### src/rtl/perf_event_counters_if.sv
// Snapshot readout port of the event counter bank.
// The consumer (master) requests and releases snapshots and selects a channel.
// The counter bank (slave) holds the snapshot and returns the selected channel's value.
interface perf_event_counters_if #(
    parameter int NUM_CH = 4,
    parameter int CNT_W  = 64
);
    localparam int RD_W = (NUM_CH > 1) ? $clog2(NUM_CH) : 1;

    logic              snap_req;
    logic              snap_valid;
    logic              snap_ready;
    logic [RD_W-1:0]   rd_idx;
    logic [CNT_W-1:0]  rd_data;
    logic              rd_ovf;

    modport master (
        output snap_req, snap_ready, rd_idx,
        input  snap_valid, rd_data, rd_ovf
    );

    modport slave (
        input  snap_req, snap_ready, rd_idx,
        output snap_valid, rd_data, rd_ovf
    );
endinterface

### src/rtl/perf_event_counters.sv
// Bank of per-channel event counters with a valid/ready snapshot readout
// and a forward-progress watchdog. Single clock, synchronous active-high reset.

// One counter channel: accumulates a multi-count event each cycle.
// Overflow is sticky; the counter either wraps or clamps at all-ones.
module perf_event_counters_lane #(
    parameter int CNT_W    = 64,
    parameter int AMT_W    = 2,
    parameter int SATURATE = 0
) (
    input  logic             clk,
    input  logic             rst,
    input  logic             clear_i,
    input  logic             ev_valid_i,
    input  logic [AMT_W-1:0] ev_amt_i,
    output logic [CNT_W-1:0] cnt_o,
    output logic             ovf_o
);
    logic [CNT_W-1:0] cnt_q, cnt_d;
    logic             ovf_q, ovf_d;
    logic [CNT_W:0]   sum;
    logic             carry;

    // One extra bit so the carry out of the counter is visible.
    assign sum   = {1'b0, cnt_q} + (CNT_W+1)'(ev_amt_i);
    assign carry = sum[CNT_W];

    // Next-state: clear drops the event; a zero amount leaves everything as is.
    always_comb begin
        cnt_d = cnt_q;
        ovf_d = ovf_q;
        if (clear_i) begin
            cnt_d = '0;
            ovf_d = 1'b0;
        end else if (ev_valid_i) begin
            if (carry) begin
                ovf_d = 1'b1;
                cnt_d = (SATURATE != 0) ? {CNT_W{1'b1}} : sum[CNT_W-1:0];
            end else begin
                cnt_d = sum[CNT_W-1:0];
            end
        end
    end

    // Counter and sticky overflow registers.
    always_ff @(posedge clk) begin
        if (rst) begin
            cnt_q <= '0;
            ovf_q <= 1'b0;
        end else begin
            cnt_q <= cnt_d;
            ovf_q <= ovf_d;
        end
    end

    assign cnt_o = cnt_q;
    assign ovf_o = ovf_q;
endmodule

module perf_event_counters #(
    parameter int NUM_CH      = 4,
    parameter int CNT_W       = 64,
    parameter int AMT_W       = 2,
    parameter int SATURATE    = 0,
    parameter int WDOG_CYCLES = 100000
) (
    input  logic                    clk,
    input  logic                    rst,
    input  logic [NUM_CH-1:0]       ev_valid_i,
    input  logic [NUM_CH*AMT_W-1:0] ev_amt_i,
    input  logic                    clear_i,
    input  logic                    progress_i,
    perf_event_counters_if.slave    snap_if,
    output logic                    timeout_o
);
    localparam int RD_W   = (NUM_CH > 1) ? $clog2(NUM_CH) : 1;
    // A zero cycle count still needs a one-bit idle counter to stay legal.
    localparam int IDLE_W = (WDOG_CYCLES > 0) ? $clog2(WDOG_CYCLES + 1) : 1;
    localparam bit WD_EN  = (WDOG_CYCLES > 0);
    localparam logic [IDLE_W-1:0] WDOG_MAX = IDLE_W'(WDOG_CYCLES);

    typedef enum logic {
        S_IDLE = 1'b0,
        S_HELD = 1'b1
    } snap_st_e;

    // ---------------- live counters ----------------
    logic [NUM_CH-1:0][CNT_W-1:0] live_cnt;
    logic [NUM_CH-1:0]            live_ovf;

    for (genvar g = 0; g < NUM_CH; g++) begin : g_lane
        perf_event_counters_lane #(
            .CNT_W    (CNT_W),
            .AMT_W    (AMT_W),
            .SATURATE (SATURATE)
        ) u_lane (
            .clk        (clk),
            .rst        (rst),
            .clear_i    (clear_i),
            .ev_valid_i (ev_valid_i[g]),
            .ev_amt_i   (ev_amt_i[g*AMT_W +: AMT_W]),
            .cnt_o      (live_cnt[g]),
            .ovf_o      (live_ovf[g])
        );
    end

    // ---------------- snapshot ----------------
    snap_st_e                     st_q;
    logic                         snap_valid_q;
    logic [NUM_CH-1:0][CNT_W-1:0] snap_cnt_q;
    logic [NUM_CH-1:0]            snap_ovf_q;

    // Snapshot FSM: captures pre-update (and pre-clear) register values.
    // While HELD, a request only counts together with ready (release + recapture).
    always_ff @(posedge clk) begin
        if (rst) begin
            st_q         <= S_IDLE;
            snap_valid_q <= 1'b0;
            snap_cnt_q   <= '0;
            snap_ovf_q   <= '0;
        end else begin
            case (st_q)
                S_IDLE: begin
                    if (snap_if.snap_req) begin
                        st_q         <= S_HELD;
                        snap_valid_q <= 1'b1;
                        snap_cnt_q   <= live_cnt;
                        snap_ovf_q   <= live_ovf;
                    end
                end
                S_HELD: begin
                    if (snap_if.snap_ready) begin
                        if (snap_if.snap_req) begin
                            snap_cnt_q <= live_cnt;
                            snap_ovf_q <= live_ovf;
                        end else begin
                            st_q         <= S_IDLE;
                            snap_valid_q <= 1'b0;
                        end
                    end
                end
                default: begin
                    st_q         <= S_IDLE;
                    snap_valid_q <= 1'b0;
                end
            endcase
        end
    end

    logic [CNT_W-1:0] rd_data_c;
    logic             rd_ovf_c;

    // Readout mux; indices past the last channel match nothing and read 0.
    always_comb begin
        rd_data_c = '0;
        rd_ovf_c  = 1'b0;
        for (int i = 0; i < NUM_CH; i++) begin
            if (snap_if.rd_idx == RD_W'(i)) begin
                rd_data_c = snap_cnt_q[i];
                rd_ovf_c  = snap_ovf_q[i];
            end
        end
    end

    assign snap_if.snap_valid = snap_valid_q;
    assign snap_if.rd_data    = rd_data_c;
    assign snap_if.rd_ovf     = rd_ovf_c;

    // ---------------- watchdog ----------------
    logic [IDLE_W-1:0] idle_q, idle_d;
    logic              timeout_q, timeout_d;

    // Idle counter saturates at the limit. Timeout is set from the next idle
    // value so it is visible exactly WDOG_CYCLES cycles after progress stops.
    always_comb begin
        idle_d = idle_q;
        if (clear_i || progress_i)
            idle_d = '0;
        else if (idle_q != WDOG_MAX)
            idle_d = idle_q + 1'b1;

        if (clear_i)
            timeout_d = 1'b0;
        else
            timeout_d = timeout_q | (WD_EN && (idle_d == WDOG_MAX));
    end

    // Watchdog registers.
    always_ff @(posedge clk) begin
        if (rst) begin
            idle_q    <= '0;
            timeout_q <= 1'b0;
        end else begin
            idle_q    <= idle_d;
            timeout_q <= timeout_d;
        end
    end

    assign timeout_o = timeout_q;
endmodule

### src/flat_wrapper.sv
// flat-port wrapper written by rule: the top's interface ports become plain ports
module perf_event_counters_flat 
#(
    parameter int NUM_CH      = 4,
    parameter int CNT_W       = 64,
    parameter int AMT_W       = 2,
    parameter int SATURATE    = 0,
    parameter int WDOG_CYCLES = 100000
)
  (clk, rst, ev_valid_i, ev_amt_i, clear_i, progress_i, timeout_o, snap_if_snap_req, snap_if_snap_ready, snap_if_rd_idx, snap_if_snap_valid, snap_if_rd_data, snap_if_rd_ovf);
  perf_event_counters_if #(.NUM_CH(NUM_CH), .CNT_W(CNT_W)) snap_if_i ();
  input  logic clk;
  input  logic rst;
  input  logic [NUM_CH-1:0] ev_valid_i;
  input  logic [NUM_CH*AMT_W-1:0] ev_amt_i;
  input  logic clear_i;
  input  logic progress_i;
  output logic timeout_o;
  input wire logic [$bits(snap_if_i.snap_req)-1:0] snap_if_snap_req;
  input wire logic [$bits(snap_if_i.snap_ready)-1:0] snap_if_snap_ready;
  input wire logic [$bits(snap_if_i.rd_idx)-1:0] snap_if_rd_idx;
  output wire logic [$bits(snap_if_i.snap_valid)-1:0] snap_if_snap_valid;
  output wire logic [$bits(snap_if_i.rd_data)-1:0] snap_if_rd_data;
  output wire logic [$bits(snap_if_i.rd_ovf)-1:0] snap_if_rd_ovf;
  assign snap_if_i.snap_req = snap_if_snap_req;
  assign snap_if_i.snap_ready = snap_if_snap_ready;
  assign snap_if_i.rd_idx = snap_if_rd_idx;
  assign snap_if_snap_valid = snap_if_i.snap_valid;
  assign snap_if_rd_data = snap_if_i.rd_data;
  assign snap_if_rd_ovf = snap_if_i.rd_ovf;
  perf_event_counters #(.NUM_CH(NUM_CH), .CNT_W(CNT_W), .AMT_W(AMT_W), .SATURATE(SATURATE), .WDOG_CYCLES(WDOG_CYCLES)) u_core (.clk(clk), .rst(rst), .ev_valid_i(ev_valid_i), .ev_amt_i(ev_amt_i), .clear_i(clear_i), .progress_i(progress_i), .snap_if(snap_if_i), .timeout_o(timeout_o));
endmodule
### config.mk
export PLATFORM = sky130hd
export DESIGN_NAME = perf_event_counters_flat
export DESIGN_NICKNAME = d
export VERILOG_FILES = /design/src/rtl/perf_event_counters_if.sv /design/src/rtl/perf_event_counters.sv /design/src/flat_wrapper.sv
export SDC_FILE = /design/constraint.sdc
export NUM_CORES = 1
export LEC_CHECK = 0
export ABC_AREA = 1
export BUFFER_PORTS_ARGS = -buffer_cell sky130_fd_sc_hd__clkbuf_2
export CAP_MARGIN = 15
export CORE_ASPECT_RATIO = 1.2
export CORE_MARGIN = 2
export CORE_UTILIZATION = 41
export CTS_CLUSTER_DIAMETER = 120
export DETAILED_ROUTE_END_ITERATION = 7
export PLACE_DENSITY = 0.57
export SLEW_MARGIN = 20
export SYNTH_ARGS = -nofsm -noshare
export SYNTH_HDL_FRONTEND = slang
export SYNTH_SLANG_ARGS = --single-unit
export TNS_END_PERCENT = 1
### constraint.sdc
create_clock -name clk -period 5 [get_ports clk]
set_clock_uncertainty 0.2 [all_clocks]
set_input_delay 0.75 -clock clk [delete_from_list [all_inputs] [get_ports clk]]
set_output_delay 0.75 -clock clk [all_outputs]
set_load 0.01 [all_outputs]
==> metrics.csv, run 1 <==
stage,metric,value,unit
worst_setup_path,critical_path.cell_chain,clkbuf_2 > nand2_1 > buf_4 > inv_2 > buf_4 > nand2_1 > nand4_1 > clkbuf_2,
clocking,clkSlewWorstSetupHoldPaths,0.06,ns
floorplan,initial_cell_density_of_the_core,41.46,%
timing,final_hold_viol_count,0,
detailed_routing,drt-wirelength-per-cell,21.31,µm
global_routing,grt_start_max_net_pins,168,
clocking,ctsResizeCount,0,
detailed_routing,via_count_of_the_routed_design,25780,
power,static-leakage-power,10.04,nW
timing,relSlewSlack,34.62,%
floorplan,std_cell_rows,101,
floorplan,placeableCoreArea,0.06331,mm²
global_routing,grt_use_total,29.44,%
placement,io_buffers,86,
timing,finalCriticalPeriod,3.895,ns
cells_and_area,finalNetCount,3825,
hold_path,timing.hold.worst.start,snap_if_snap_ready,
placement,place.gp.congestion,0.9632,
synth,ys_warn_count,0,
worst_setup_path,critical-path-slowest-cell,clkbuf_2,
cells_and_area,syn_to_final_growth,12.11,%
cells_and_area,mostFrequentLayoutCells,"nand2_1 (793), nor2_1 (568), dfxtp_1 (540)",
worst_setup_path,r2r_start,u_core.st_q,
clocking,clock_insertion_delay_worst_skew,0.64,ns
hold_path,timing.hold.worst_endpoint,u_core.snap_if.snap_valid,
clocking,cts-hold-fix-buffers,0,
clocking,clk_path_buf_depth,3,
synth,yosys.cell_types.count,52,
worst_setup_path,r2r-end,u_core.snap_cnt_q[175],
synth,yosys_top_cell_area_share,41.19,%
synth,seq_area_frac_synth,41.19,%
timing,rsz_0062_raised_after_global_routing,false,
global_routing,grt.met1_usage,40.19,%
global_routing,grt_pass1_wl,148300,µm
detailed_routing,drt_drc_violations_left,0,
synth,syn_area,0.02625,mm²
timing,timing_max_transition_violations_final,0,
global_routing,grt_pass1_vias,23458,
timing,finalCritPeriodShare,77.89,%
worst_setup_path,critPathKind,in2out,
global_routing,global_route.overflow_total,0,
detailed_routing,drt.antenna.violating_nets,0,
worst_setup_path,worst_ep_arrival_time,2.94,ns
worst_setup_path,setup.reg_to_reg.worst_slack,2.14,ns
synth,syn_area_per_cell,6.953,µm²
worst_setup_path,endpoint_kind,output pin,
detailed_routing,detail_route.iter0.violations,2330,
worst_setup_path,timing.critical_path.required,4.05,ns
run_status,status,finished clean,
detailed_routing,drt_pre_antenna_iters,6,
placement,postPlaceCellArea,0.02737,mm²
worst_setup_path,highest_fanout_seen_on_the_critical_path,28,
floorplan,die-width,235.0,µm
cells_and_area,design_area,0.02943,mm²
clocking,tritoncts_clock_tree,yes,
run,max_cap_violations,0,
clocking,clock_sink_count,540,
global_routing,globalRouteMet2Util,46.69,%
global_routing,grt_busiest_layer,met2,
synth,number_of_synthesized_flops_with_an_enable_pin,0,
synth,ys_ff_latch,540,
timing,fin_tns_setup,0,ns
synth,synth.largest_area_cell,dfxtp_1,
timing,worstMarginPinSlew,0.9807,ns
synth,synthFlopType,dfxtp_1,
synth,postSynthCellCount,3775,
clocking,cts-root-buf,clkbuf_16,
synth,post_synth_main_area_contributors,"dfxtp_1 (41%), nand2_1 (11%), nor2_1 (8.2%)",
floorplan,dieHeight,281.2,µm
cells_and_area,layout.cells.most_common,nand2_1,
power,max-vdd-ir-drop,260.4,µV
clocking,cts-htree-levels,2,
power,cellPowerDensity,329.7,mW/mm²
worst_setup_path,cp_slowest_stage_delay,0.54,ns
detailed_routing,route.detailed.vias_per_inst,5.527,
cells_and_area,final_util,46.48,%
placement,dp_hpwl,76390,µm
global_routing,grt_antenna_before_repair,2,
timing,max_clk_rate,256.8,MHz
floorplan,die-area,0.06607,mm²
hold_path,holdPathStages,2,
synth,synth-async-reset-ratio,0,%
clocking,cts-buffers-inserted,59,
global_routing,global_route.usage.met3,3.850,%
cells_and_area,drive_above_1_share,8.700,%
timing,finalSetupViolations,0,
worst_setup_path,cp-start-kind,primary input,
hold_path,min-delay-path-class,in2reg,
clocking,number_of_setup_buffers_added_after_cts,0,
floorplan,io-pin-count,87,
synth,mappedNetlistNets,3809,
detailed_routing,drt-total-wl,99410,µm
worst_setup_path,reg2regPathDepth,7,
==> report_power, final <==
group	leakage [nW]	switching, mW	internal (mW)
registers	4.38	0.0998	4.39
clock network	1.02	1.92	2.76
logic	4.64	0.377	0.153
==> kinds of logic after synthesis <==
logic type	Yosys count	share of synthesized area, %
simple gates	1980	33.72
compound gates	613	14.03
buf+inv	567	8.247
flops	540	41.19
xor+xnor	61	2.035
fa+ha+maj	14	0.7818
==> worst max-delay path: cells and delay by family <==
| kind | cells | cell delay [ns] |
|---|---|---|
| and+or+nand+nor | 3 | 0.45 |
| buffers and inverters | 5 | 1.73 |
==> state kept, by name, indices dropped and copies added (netlist names) <==
signal	count
u_core.idle_q	17
u_core.st_q	1
u_core.snap_ovf_q	4
u_core.g_lane.u_lane.cnt_o	256
u_core.g_lane.u_lane.ovf_o	4
u_core.snap_cnt_q	256
u_core.snap_if.snap_valid	1
u_core.timeout_o	1
==> worst max path at each step <==
stage / end / slack, ns / startpoint / cells past startpoint
global placement: snap_if_rd_data[29] / 1.17 / snap_if_rd_idx[0] / 8
CTS: snap_if_rd_data[38] / 1.17 / snap_if_rd_idx[0] / 8
detailed placement: snap_if_rd_data[38] / 1.18 / snap_if_rd_idx[0] / 8
global route: snap_if_rd_data[29] / 1.0 / snap_if_rd_idx[0] / 8
finish: snap_if_rd_data[38] / 1.11 / snap_if_rd_idx[0] / 8
floorplan: snap_if_rd_data[37] / 2.21 / snap_if_rd_idx[0] / 6
==> per-stage QoR <==
stage               power [mW]  setup WS [ns]  instances  hold WS [ns]
floorplan                4.879          2.210       3775        0.2239
global placement         5.105          1.170       4554        0.2439
detailed placement       5.106          1.177       4554        0.2455
CTS                      9.756          1.174       4663        0.1046
global route             9.978         0.9958       4664        0.1421
finish                   9.703          1.105       4664        0.1267
==> layer usage <==
layer  part of all wire, %  routed length, µm
met5                     0                  0
met2                    44              44220
met4                   4.6               4557
met3                   6.8               6722
met1                    44              43910
==> final cells by class <==
type	instances	area (µm²)
clock buffers	76	1632
multi-input cells	2668	13300
flip-flops and latches	540	10810
well taps	824	1031
diodes	1	2.502
inverters	408	1541
fillers	6589	33890
repair buffers	114	688.2
clock inverters	33	417.9
==> Yosys cell counts (all sizes together) (33+ instances only) <==
cell    instances
a211oi        163
o21ai          92
nor2          601
buf            33
nand4         129
a21oi         291
dfxtp         540
nor3          180
nand3         211
inv           407
nand2         803
xor2           46
clkbuf        126
Power figures use the tool's default switching activity.
==> run 2: changes to the inputs <==
Settings changed: ABC_AREA 1 to 0.
Clock period 5 ns to 3.74 ns, I/O delays scaled along.
==> run 2 against run 1 <==
Via count fell by 21%. Clock-buffer cell count rose by 7. Synthesized cell count fell by 25%. Critical path depth fell by 3. Cell area fell by 8.8%. Die area fell by 8.7%. Area after synthesis fell by 8.9%. Largest cell class unchanged. Register-to-register slack got worse by 1.5 ns. Sequential power rose by 29%. Critical endpoint is now u_core.g_lane[2].u_lane.cnt_o[57].
==> metrics.csv, run 2 <==
stage,metric,value,unit
power,power.share.clock,47.3,%
clocking,cts-htree-levels,2,
cells_and_area,drive_above_1_share,10.28,%
power,switching_share,22.47,%
synth,synthMostInstantiatedCell,nand2_1,
cells_and_area,syn_to_final_growth,12.18,%
placement,io_buffers,86,
synth,yosys_top_cell_area_share,45.19,%
detailed_routing,drt-total-wl,67320,µm
synth,most_common_library_cells_after_synthesis,"nand2_1 (628), dfxtp_1 (540), a21oi_1 (392), clkbuf_1 (167), nor2_1 (161)",
cells_and_area,design_area,0.02683,mm²
floorplan,die-width,224.5,µm
clocking,cts-root-buf,clkbuf_16,
detailed_routing,route.detailed.vias_per_inst,5.626,
synth,yosys.cell_types.count,55,
timing,max_clk_rate,327.6,MHz
worst_setup_path,cp-start-kind,flop,
synth,synth.largest_area_cell,dfxtp_1,
floorplan,dieHeight,268.6,µm
power,p_sw,2.621,mW
clocking,tritoncts_clock_tree,yes,
timing,worstMarginPinSlew,0.9304,ns
power,power_frac_seq,49.4,%
synth,seq_area_frac_synth,45.19,%
timing,final_hold_viol_count,0,
placement,place.gp.congestion,0.8776,
clocking,cts-buffers-inserted,55,
worst_setup_path,worstSetupPathDepth,5,
floorplan,placeableCoreArea,0.05801,mm²
synth,post_synth_main_area_contributors,"dfxtp_1 (45%), nand2_1 (9.9%), a21oi_1 (8.2%)",
clocking,clk_path_buf_depth,3,
timing,timing_max_transition_violations_final,0,
detailed_routing,via_count_of_the_routed_design,20427,
cells_and_area,layout.cells.most_common,nand2_1,
cells_and_area,fillCellCount,5670,
placement,postPlaceCellArea,0.02502,mm²
worst_setup_path,timing.critical_path.max_delay_family,simple AND/OR/NAND/NOR gates,
power,cellPowerDensity,434.7,mW/mm²
synth,synth-async-reset-ratio,0,%
timing,finalSetupViolations,0,
detailed_routing,drt-wirelength-per-cell,18.54,µm
run_status,status,finished clean,
detailed_routing,detail_route.iter0.violations,1747,
synth,ys_ff_latch,540,
clocking,clkSlewWorstSetupHoldPaths,0.06,ns
global_routing,grt_pass1_wl,105000,µm
timing,post-route-worst-setup-slack,0.6871,ns
synth,syn_area,0.02392,mm²
detailed_routing,drt_pre_antenna_iters,5,
cells_and_area,antenna-diode-count,0,
cells_and_area,multiInputGateArea,0.01229,mm²
global_routing,global_route.overflow_total,0,
placement,place_worst_setup_slack,0.5048,ns
power,max-vdd-ir-drop,301.2,µV
power,static-leakage-power,8.267,nW
cells_and_area,mostFrequentLayoutCells,"nand2_1 (627), dfxtp_1 (540), a21oi_1 (392)",
global_routing,grt_pass1_vias,18744,
run,max_cap_violations,0,
detailed_routing,drt_drc_violations_left,0,
worst_setup_path,reg2regPathDepth,5,
floorplan,initial_cell_density_of_the_core,41.23,%
worst_setup_path,worst_ep_arrival_time,3.39,ns
synth,syn_area_per_cell,8.411,µm²
cells_and_area,seq_area,0.01081,mm²
timing,rsz_0062_raised_after_global_routing,false,
floorplan,std_cell_rows,97,
worst_setup_path,critical_path.cell_chain,nand4_2 > or4_1 > or3_1 > or4b_1 > a21oi_1,
detailed_routing,drt.antenna.violating_nets,0,
synth,number_of_synthesized_flops_with_an_enable_pin,0,
floorplan,io-pin-count,87,
global_routing,grt_use_total,21.78,%
timing,finalCriticalPeriod,3.053,ns
clocking,clock_sink_count,540,
placement,dp_hpwl,47770,µm
timing,relSlewSlack,37.97,%
global_routing,grt_start_max_net_pins,170,
floorplan,die-area,0.06030,mm²
synth,mappedNetlistNets,2878,
worst_setup_path,critical-path-slowest-cell,or3_1,
worst_setup_path,critPathKind,reg2reg,
synth,synthFlopType,dfxtp_1,
timing,finalCritPeriodShare,81.63,%
global_routing,grt_antenna_before_repair,1,
clocking,clock_insertion_delay_worst_skew,0.61,ns
power,combinationalPowerShare,3.2,%
worst_setup_path,path_buf_inv,0,
power,finalPower,11.66,mW
hold_path,min-delay-path-class,in2reg,
power,power_report.internal_total,9.043,mW
hold_path,holdPathStages,3,
worst_setup_path,cp_slowest_stage_delay,0.76,ns
synth,ys_warn_count,0,
worst_setup_path,highest_fanout_seen_on_the_critical_path,26,
cells_and_area,finalNetCount,2879,
synth,postSynthCellCount,2844,
worst_setup_path,endpoint_kind,flop,
worst_setup_path,timing.critical_path.required,4.08,ns
timing,fin_tns_setup,0,ns
run 2: worst paths after layout:
| check | start | to | slack [ns] |
|---|---|---|---|
| max | u_core.g_lane[2].u_lane.cnt_o[13] | u_core.g_lane[2].u_lane.cnt_o[57] | 0.69 |
| min | snap_if_snap_req | u_core.st_q | 0.08 |
| max reg2reg | u_core.g_lane[2].u_lane.cnt_o[13] | u_core.g_lane[2].u_lane.cnt_o[57] | 0.69 |
| min reg2reg | u_core.snap_cnt_q[101] | u_core.snap_cnt_q[101] | 0.25 |
run 2: cell type report:
type	count	area share, %
multi-input cells	2086	45.80
flip-flops and latches	540	40.29
clock buffers	83	6.201
well taps	742	3.460
repair buffers	128	3.250
clock inverters	18	0.5315
inverters	34	0.4756
run 2: cells by family after synthesis:
kind of cell	share of synthesized area [%]
AOI/OAI and AO/OA	12.52
xor gates and xnor gates	4.613
adders and majority gates	0.8578
buffers and inverters	3.494
DFF	45.19
muxes	6.753
and+or+nand+nor	26.57
run 2: layer usage:
metal | wire [µm] | global-route usage (%) | share of wire [%] | vias up
met3 | 2838 | 2.343 | 4.2 | 117
met4 | 2374 | 8.287 | 3.5 | 0
met1 | 31960 | 30.90 | 47 | 9755
met5 | 0 | 0 | 0 | -
li1 | - | - | - | 10094
met2 | 30150 | 34.22 | 45 | 461
run 2: worst reg2reg max path, delay by kind of cell, from the launching register on:
kind | cells | cell delay [ns]
and+or+nand+nor | 4 | 2.19
DFF | 1 | 0.45
AOI/OAI and AO/OA | 1 | 0.14
run 2: stage by stage:
| step | utilization, % | cells | hold slack [ns] |
|---|---|---|---|
| 5_1_grt | 46.26 | 3631 | 0.07193 |
| 3_3_place_gp | 43.12 | 3529 | 0.2401 |
| 2_1_floorplan | - | 2844 | 0.2321 |
| 6_report | 46.26 | 3631 | 0.08293 |
| 3_5_place_dp | 43.12 | 3529 | 0.2477 |
| 4_1_cts | 46.26 | 3631 | 0.04710 |
run 2: what timing repair did:
action / in CTS / in global routing
hold endpoints to repair: 1 / 0
setup buffers: 0 / 0
resized for setup: 0 / 0
hold buffers: 1 / 0
run 2: power by group through the flow:
| stage | logic [mW] | registers [mW] | clock network (mW) |
|---|---|---|---|
| floorplan | 0.263 | 5.89 | 0 |
| global placement | 0.373 | 5.89 | 0 |
| detailed placement | 0.382 | 5.89 | 0 |
| CTS | 0.383 | 5.77 | 5.64 |
| global route | 0.412 | 5.76 | 5.87 |
| finish | 0.376 | 5.77 | 5.52 |
==> run 3: changes to the inputs <==
Settings changed: PLACE_DENSITY 0.57 to 0.59.
Clock period 3.74 ns to 2.68 ns, I/O delays scaled along.
==> run 3 against run 2 <==
Hold slack lost 0.048 ns. Largest power group unchanged. Critical path depth is 4 higher. Final cell count up 3.6%. Sequential power is 40% higher. Sequential share of layout area fell by 1.8 points. Wire length is 2.5% higher. Power rose by 39%.
==> metrics.csv, run 3 (synthesis gave the netlist of run 2 again) <==
stage,metric,value,unit
cells_and_area,mostFrequentLayoutCells,"nand2_1 (625), dfxtp_1 (539), a21oi_1 (392)",
clocking,clock_insertion_delay_worst_skew,0.60,ns
timing,worstMarginPinSlew,0.9891,ns
cells_and_area,seq_area,0.01081,mm²
floorplan,placeableCoreArea,0.05801,mm²
detailed_routing,route.detailed.vias_per_inst,5.628,
placement,dp_hpwl,49150,µm
worst_setup_path,critical-path-top-cell-by-count,or4_1,
power,combinationalPowerShare,3.6,%
timing,max_clk_rate,375.9,MHz
global_routing,grt_start_max_net_pins,187,
clocking,cts-buffers-inserted,54,
power,max-vdd-ir-drop,398.0,µV
cells_and_area,syn_to_final_growth,17.31,%
detailed_routing,detail_route.iter0.violations,1873,
power,static-leakage-power,8.993,nW
worst_setup_path,worst_ep_arrival_time,2.99,ns
hold_path,min-delay-path-class,in2reg,
floorplan,initial_cell_density_of_the_core,41.23,%
power,finalPower,16.23,mW
detailed_routing,drt-wirelength-per-cell,18.35,µm
clocking,cts-htree-levels,2,
global_routing,grt_antenna_before_repair,0,
clocking,number_of_setup_buffers_added_after_cts,0,
global_routing,grt_use_total,22.16,%
clocking,clkSlewWorstSetupHoldPaths,0.07,ns
worst_setup_path,worst_setup_path_startpoint,ev_amt_i[6],
floorplan,io-pin-count,87,
detailed_routing,drt_pre_antenna_iters,5,
hold_path,timing.hold.worst_endpoint,u_core.g_lane[0].u_lane.cnt_o[1],
floorplan,dieHeight,268.6,µm
floorplan,die-area,0.06030,mm²
power,switching_share,22.73,%
detailed_routing,via_count_of_the_routed_design,21167,
run_status,status,finished clean,
worst_setup_path,r2r-end,u_core.g_lane[3].u_lane.cnt_o[42],
global_routing,grt_pass1_vias,19333,
worst_setup_path,critical-path-slowest-cell,or4_1,
cells_and_area,antenna-diode-count,0,
power,cellPowerDensity,578.4,mW/mm²
timing,finalSetupViolations,0,
timing,relSlewSlack,34.06,%
floorplan,die-width,224.5,µm
worst_setup_path,setup.reg_to_reg.worst_slack,0.07,ns
timing,finalCritPeriodShare,99.26,%
worst_setup_path,reg2regPathDepth,7,
timing,final_layout_worst_hold_slack,0.03501,ns
worst_setup_path,highest_fanout_seen_on_the_critical_path,11,
clocking,clock_sink_count,540,
run,max_cap_violations,0,
placement,io_buffers,86,
worst_setup_path,endpoint_kind,flop,
timing,rsz_0062_raised_after_global_routing,true,
placement,place.gp.congestion,0.9188,
cells_and_area,fillCellCount,5544,
power,power_frac_seq,49.6,%
worst_setup_path,critical_path.cell_chain,dlygate4sd3_1 > clkbuf_2 > ha_1 > fa_2 > nand3_2 > or4_1 > buf_4 > or4_1 > a21oi_1,
timing,timing_max_transition_violations_final,0,
timing,final_hold_viol_count,0,
cells_and_area,layout.cells.most_common,nand2_1,
floorplan,std_cell_rows,97,
power,p_sw,3.689,mW
hold_path,timing.hold.worst.start,ev_valid_i[0],
global_routing,grt_pass1_wl,106800,µm
power,power_report.internal_total,12.54,mW
clocking,clk_path_buf_depth,3,
placement,postPlaceCellArea,0.02603,mm²
cells_and_area,drive_above_1_share,14.41,%
worst_setup_path,cp-start-kind,primary input,
clocking,tritoncts_clock_tree,yes,
detailed_routing,drt.antenna.violating_nets,0,
worst_setup_path,cp_slowest_stage_delay,0.54,ns
clocking,cts-root-buf,clkbuf_16,
timing,finalCriticalPeriod,2.660,ns
detailed_routing,drt-total-wl,69010,µm
cells_and_area,design_area,0.02806,mm²
worst_setup_path,r2r_start,u_core.g_lane[3].u_lane.cnt_o[0],
global_routing,global_route.overflow_total,0,
power,power.share.clock,46.8,%
worst_setup_path,timing.critical_path.required,3.01,ns
hold_path,holdPathStages,4,
cells_and_area,multiInputGateArea,0.01238,mm²
worst_setup_path,critPathKind,in2reg,
detailed_routing,drt_drc_violations_left,0,
cells_and_area,finalNetCount,3008,
## run 3: changes by cell type in the layout (fill, tap and decap cells not counted), sizes merged
cell / previous run / this run
clkinvlp: 1 / 2
dlymetal6s4s: 0 / 1
dlygate4sd3: 1 / 13
clkbuf: 167 / 162
buf: 43 / 160
bufinv: 2 / 1
or4b: 3 / 4
clkinv: 15 / 19
## run 3: power groups by stage
stage	registers [mW]	logic [mW]	clock network, mW
CTS	8.04	0.593	7.74
floorplan	8.22	0.367	0
global placement	8.22	0.564	0
global route	8.04	0.638	8.06
finish	8.05	0.588	7.60
detailed placement	8.22	0.574	0
## run 3: layout make-up
cell class                      count  share of cell area [%]
Sequential cell                   540                   38.53
Multi-Input combinational cell   2087                   44.13
Timing Repair Buffer              257                   7.223
Clock inverter                     22                  0.5128
Clock buffer                       79                   5.841
Tap cell                          742                   3.308
Inverter                           34                  0.4548
## run 3: critical path, delay by kind of cell
| kind | cells | cell delay [ns] |
|---|---|---|
| simple gates | 3 | 1.16 |
| buf+inv | 3 | 0.81 |
| fa+ha+maj | 2 | 0.47 |
| compound gates | 1 | 0.15 |
## run 3: metrics by stage
stage / std cells / setup slack (ns) / utilization [%] / setup TNS, ns
floorplan: 2844 / 0.07864 / - / 0
global placement: 3646 / -0.1920 / 44.88 / -1.487
detailed placement: 3646 / -0.1776 / 44.88 / -1.913
CTS: 3761 / 0.01013 / 48.21 / 0
global route: 3761 / -0.05883 / 48.37 / -0.05883
finish: 3761 / 0.01975 / 48.37 / 0
## run 3: how the worst max path moves through the flow
stage                                        end  slack, ns  cells past startpoint
6_report       u_core.g_lane[3].u_lane.cnt_o[42]       0.02                      9
5_1_grt        u_core.g_lane[3].u_lane.cnt_o[42]      -0.06                      9
4_1_cts        u_core.g_lane[2].u_lane.cnt_o[46]       0.01                     11
3_5_place_dp   u_core.g_lane[2].u_lane.cnt_o[58]      -0.18                      9
3_3_place_gp   u_core.g_lane[2].u_lane.cnt_o[58]      -0.19                      9
2_1_floorplan  u_core.g_lane[2].u_lane.cnt_o[58]       0.08                      8
## run 3: layer usage
metal | routed length [µm] | vias to the layer above | track usage, %
li1 | - | 10349 | -
met1 | 32470 | 10194 | 31.18
met2 | 31450 | 505 | 35.28
met3 | 2777 | 119 | 2.354
met4 | 2312 | 0 | 8.144
met5 | 0 | - | 0
## run 3: repair_timing
| action | in CTS | in global routing |
|---|---|---|
| hold buffers | 14 | 0 |
| endpoints found under the setup margin | 8 | 37 |
| resized for setup | 3 | 23 |
| gates cloned | 0 | 1 |
| pin swaps | 0 | 8 |
| endpoints found under the hold margin | 19 | 0 |
